[config.mk]
export PLATFORM = sky130hd
export DESIGN_NAME = alu_arbiter
export DESIGN_NICKNAME = d
export VERILOG_FILES = /design/src/rtl/alu_arbiter.sv
export SDC_FILE = /design/constraint.sdc
export NUM_CORES = 1
export LEC_CHECK = 0
export CORE_UTILIZATION = 55
export CTS_CLUSTER_DIAMETER = 50
export CTS_CLUSTER_SIZE = 20
export DETAILED_ROUTE_END_ITERATION = 16
export PLACE_DENSITY = 0.83
export SYNTH_ARGS = -nofsm -noshare
export SYNTH_HDL_FRONTEND = slang
export SYNTH_SLANG_ARGS = --single-unit
[constraint.sdc]
create_clock -name clk -period 6.4 [get_ports clk]
set_input_delay 1.92 -clock clk [delete_from_list [all_inputs] [get_ports clk]]
set_output_delay 1.92 -clock clk [all_outputs]
set_load 0.01 [all_outputs]
[src/rtl/alu_arbiter.sv]
// Two-requester arbiter in front of a single shared ALU (IDLE -> EXEC -> RESP).
// Optional illegal-op flagging on rsp_err is enabled by defining ALU_ARB_ILLEGAL_OP_EN.
module alu_arbiter #(
    parameter int size = 32
) (
    input  logic            clk,
    input  logic            rst,
    input  logic            req0_valid,
    output logic            req0_ready,
    input  logic [size-1:0] req0_a,
    input  logic [size-1:0] req0_b,
    input  logic [2:0]      req0_func,
    input  logic            req1_valid,
    output logic            req1_ready,
    input  logic [size-1:0] req1_a,
    input  logic [size-1:0] req1_b,
    input  logic [2:0]      req1_func,
    output logic            rsp_valid,
    input  logic            rsp_ready,
    output logic [size-1:0] rsp_data,
    output logic            rsp_zero,
    output logic            rsp_id,
    output logic            rsp_err
);

    typedef enum logic [1:0] {
        IDLE = 2'd0,
        EXEC = 2'd1,
        RESP = 2'd2
    } state_t;

    state_t          r_state;
    logic            r_last;
    logic [size-1:0] r_a;
    logic [size-1:0] r_b;
    logic [2:0]      r_func;
    logic            r_id;
    logic            r_rsp_valid;
    logic [size-1:0] r_rsp_data;
    logic            r_rsp_zero;
    logic            r_rsp_id;

    logic            w_idle;
    logic            w_gnt0;
    logic            w_gnt1;
    logic [size-1:0] w_result;

    assign w_idle = (r_state == IDLE) && !rst;

    // r_last is the last served requester; on contention the other one wins.
    assign w_gnt0 = w_idle && req0_valid && (!req1_valid || r_last);
    assign w_gnt1 = w_idle && req1_valid && (!req0_valid || !r_last);

    assign req0_ready = w_gnt0;
    assign req1_ready = w_gnt1;

    always_comb begin
        w_result = '0;
        case (r_func)
            3'd0: w_result = r_a + r_b;
            3'd1: w_result = r_a - r_b;
            3'd2: w_result = r_a & r_b;
            3'd3: w_result = r_a | r_b;
            3'd4: w_result = ~(r_a | r_b);
            3'd5: w_result = {{(size-1){1'b0}}, (r_a < r_b)};
            default: w_result = '0;
        endcase
    end

    always_ff @(posedge clk) begin
        if (rst) begin
            r_state     <= IDLE;
            r_last      <= 1'b1;
            r_a         <= '0;
            r_b         <= '0;
            r_func      <= '0;
            r_id        <= 1'b0;
            r_rsp_valid <= 1'b0;
            r_rsp_data  <= '0;
            r_rsp_zero  <= 1'b0;
            r_rsp_id    <= 1'b0;
        end else begin
            case (r_state)
                IDLE: begin
                    if (w_gnt0 || w_gnt1) begin
                        r_a     <= w_gnt1 ? req1_a    : req0_a;
                        r_b     <= w_gnt1 ? req1_b    : req0_b;
                        r_func  <= w_gnt1 ? req1_func : req0_func;
                        r_id    <= w_gnt1;
                        r_state <= EXEC;
                    end
                end
                EXEC: begin
                    r_rsp_data  <= w_result;
                    r_rsp_zero  <= (w_result == '0);
                    r_rsp_id    <= r_id;
                    r_rsp_valid <= 1'b1;
                    r_state     <= RESP;
                end
                RESP: begin
                    if (rsp_ready) begin
                        r_rsp_valid <= 1'b0;
                        r_last      <= r_rsp_id;
                        r_state     <= IDLE;
                    end
                end
                default: r_state <= IDLE;
            endcase
        end
    end

`ifdef ALU_ARB_ILLEGAL_OP_EN
    logic r_rsp_err;

    always_ff @(posedge clk) begin
        if (rst) begin
            r_rsp_err <= 1'b0;
        end else if (r_state == EXEC) begin
            r_rsp_err <= r_func[2] & r_func[1];
        end
    end

    assign rsp_err = r_rsp_err;
`else
    assign rsp_err = 1'b0;
`endif

    assign rsp_valid = r_rsp_valid;
    assign rsp_data  = r_rsp_data;
    assign rsp_zero  = r_rsp_zero;
    assign rsp_id    = r_rsp_id;

endmodule

==> results.sh <==
export IMPL_mappedNetlistNets=1617
export IMPL_cts_tree="done"
export IMPL_cts_max_level=3
export IMPL_cts_reportedPaths_clkPinSlew_ns=0.07
export IMPL_die_width_um=136
export IMPL_synth_area_leader_cell="sky130_fd_sc_hd__dfxtp_1"
export IMPL_postCtsHoldBufs=0
export IMPL_netlist_top_cells_area="sky130_fd_sc_hd__dfxtp_1 21%, sky130_fd_sc_hd__ha_1 14%, sky130_fd_sc_hd__nand2_1 7.6%, sky130_fd_sc_hd__nor2_1 6.8%, sky130_fd_sc_hd__a311oi_1 6.3%"
export IMPL_drt_vias_per_instance=6.18
export IMPL_insertedDiodeCount=0
export IMPL_drt_antenna_violating_nets=0
export IMPL_core_region_area_sq_um=17500
export IMPL_synth_cell_type_count=90
export IMPL_cts_root_buffer="sky130_fd_sc_hd__clkbuf_16"
export IMPL_reg2reg_from="r_b[0]"
export IMPL_status="finished, final reports clean"
export IMPL_final_layout_size_suffix_gt1_share_pct=4.83
export IMPL_synthesis_area_per_instance_sq_um=7.25
export IMPL_largest_net_degree_at_the_start_of_global_routing=99
export IMPL_finalWirelength_um=31700
export IMPL_number_of_instances_resized_during_post_cts_repair=0
export IMPL_number_of_enable_flip_flop_cells_after_synthesis=0
export IMPL_row_count=48
export IMPL_dpl_worst_slack_ns=1.23
export IMPL_die_outline_area_sq_um=18600
export IMPL_post_cts_setup_buffer_count=0
export IMPL_gp_congestion=0.953
export IMPL_leakagePower_nw=4.55
export IMPL_power_density_nw_per_um2=219
export IMPL_num_fill_cells=1539
export IMPL_synth_top_cell_area_share_pct=21.4
export IMPL_drc_errors=0
export IMPL_post_route_period_util_pct=80.4
export IMPL_syn2layout_area_growth_pct=20.2
export IMPL_minimum_period_implied_by_the_final_worst_setup_slack_ns=5.15
export IMPL_timing_final_hold_violations=0
export IMPL_design_final_nets=1715
export IMPL_yosysWarningCount=0
export IMPL_worst_ep_required_time_ns=4.48
export IMPL_drt_first_pass_iters=8
export IMPL_fin_worst_skew_ns=0.00878
export IMPL_antenna_found_initial=0
export IMPL_layout_setup_ws_ns=1.25
export IMPL_fin_hold_ws_ns=0.457
export IMPL_synth_async_sr_flop_share_pct=0
export IMPL_drv_slew=0
export IMPL_buffers_on_ports=175
export IMPL_netlist_area_before_placement_sq_um=9910
export IMPL_dpl_hpwl_um=23300
export IMPL_worst_skew_pair_late_latency_ns=0.37
export IMPL_setup_worst_path_start="rst"
export IMPL_hold_class="reg -> reg"
export IMPL_grt_pass1_wl_um=50000
export IMPL_cts_made_buffers=9
export IMPL_gr_total_overflow=0
export IMPL_achievable_frequency_mhz=194
export IMPL_num_vias=10500
export IMPL_synth_top_cells_by_count="202 x sky130_fd_sc_hd__nand2_1, 180 x sky130_fd_sc_hd__nor2_1, 109 x sky130_fd_sc_hd__ha_1"
export IMPL_netlist_instances=1367
export IMPL_critical_path_arrival_ns=3.23
export IMPL_fp_dieH_um=136
export IMPL_holdCritStartpoint="rsp_data[2]"
export IMPL_ios=177
export IMPL_clk_path_buf_depth=2
export IMPL_critPathCaptureType="primary output"
export IMPL_synth_most_common_cell="sky130_fd_sc_hd__nand2_1"
export IMPL_setup_repair_after_global_routing_missed_its_margin="false"
export IMPL_vias_in_the_first_global_route=9419
export IMPL_worst_slew_margin_rel_pct=30.1
export IMPL_cap_violations=0
export IMPL_timing_setup_critical_path_class="in -> out"
export IMPL_post_synthesis_register_bit_count=106
export IMPL_drt_iter0_drc=939
export IMPL_avgRoutedWirePerCell_um=18.7
export IMPL_critical_path_max_fanout=4
export IMPL_floorplan_initialDensity_pct=56.7
export IMPL_worst_slew_pin_slew_ns=1.05
export IMPL_final_setup_viols=0
export IMPL_startpoint_class="input port"
export IMPL_clock_sinks=106
export IMPL_fin_setup_tns_ns=0
export IMPL_synth_yosys_seq_area_share_pct=21.4
export IMPL_ir_worst_vdd_uv=175
export IMPL_grt_util_all_layers_pct=34.5
export IMPL_synthFlopType="sky130_fd_sc_hd__dfxtp_1"
==> per-stage QoR <==
| stage | util [%] | area, sq um | power, mW | instances |
|---|---|---|---|---|
| final | 68.2 | 11900 | 2.61 | 1695 |
| after global routing | 68.2 | 11900 | 2.75 | 1695 |
| after detailed placement | 66.4 | 11600 | 1.99 | 1679 |
| after global placement | 66.4 | 11600 | 1.97 | 1679 |
| after floorplan | - | 9910 | 1.60 | 1367 |
| after CTS | 68.2 | 11900 | 2.58 | 1695 |
==> final cells by class <==
type                            count  area (sq um)  area share, %
Inverter                           91           342           2.87
Clock inverter                      6          71.3          0.598
Timing Repair Buffer              187          1840           15.4
Sequential cell                   106          2120           17.8
Tap cell                          225           282           2.36
Multi-Input combinational cell   1070          7020           58.9
Clock buffer                       10           239           2.00
==> cell families (layout without fill, tap and decap cells) <==
kind of cell	Yosys count	in the layout	share of synthesized area, %
compound gates	401	401	29.7
xor+xnor	21	21	1.86
fa+ha+maj	111	111	14.2
buf+inv	191	294	7.96
flops	106	106	21.4
mux	11	11	1.24
other cells	1	1	0.0378
simple gates	525	525	23.7
==> cell usage in the layout (no fill, tap or decap), types with 11 or more instances in the layout <==
cell type,n
sky130_fd_sc_hd__nand2_1,202
sky130_fd_sc_hd__nor2_1,179
sky130_fd_sc_hd__clkdlybuf4s50_1,174
sky130_fd_sc_hd__ha_1,109
sky130_fd_sc_hd__dfxtp_1,105
sky130_fd_sc_hd__a21oi_1,92
sky130_fd_sc_hd__inv_1,87
sky130_fd_sc_hd__a311oi_1,71
sky130_fd_sc_hd__o21ai_0,46
sky130_fd_sc_hd__a211oi_1,33
sky130_fd_sc_hd__nor3_1,31
sky130_fd_sc_hd__nand3_1,23
sky130_fd_sc_hd__a21o_1,16
sky130_fd_sc_hd__xnor2_1,16
sky130_fd_sc_hd__nand2b_1,14
sky130_fd_sc_hd__nor2b_1,13
sky130_fd_sc_hd__buf_4,13
sky130_fd_sc_hd__nor4_1,11
sky130_fd_sc_hd__o211ai_1,11
==> registers in the layout (all words and copies together) (netlist names) <==
| signal | cells |
|---|---|
| r_last | 1 |
| r_b | 32 |
| r_id | 1 |
| rsp_id | 1 |
| rsp_zero | 1 |
| rsp_data | 32 |
| rsp_valid | 1 |
| r_func | 3 |
| r_state | 2 |
| r_a | 32 |
==> path summary, 6_finish.rpt <==
check,end,slack (ns),depth (start not counted)
hold reg to reg,rsp_data[2],0.46,2
setup reg to reg,rsp_zero,2.18,14
setup / recovery,req0_ready,1.25,5
hold / removal,rsp_data[2],0.46,2
==> per-layer routing <==
layer	vias to the layer above	GRT usage, %	routed length, um
li1	5087	-	-
met1	4845	49.0	14500
met2	492	52.8	13800
met3	51	5.11	2720
met4	0	11.5	690
met5	-	0	0
==> worst max-delay path, stage by stage <==
cell	delay (ns)
sky130_fd_sc_hd__buf_4	0.12
sky130_fd_sc_hd__nor3_1	0.37
sky130_fd_sc_hd__nand3_2	0.19
sky130_fd_sc_hd__inv_2	0.09
sky130_fd_sc_hd__clkdlybuf4s50_1	0.52
==> report_power, final <==
group	internal [mW]	switching, mW	total, mW
logic	0.482	0.733	1.21
clock network	0.319	0.284	0.603
registers	0.726	0.0650	0.791
total	1.53	1.08	2.61
(Power assumes the default switching activity.)
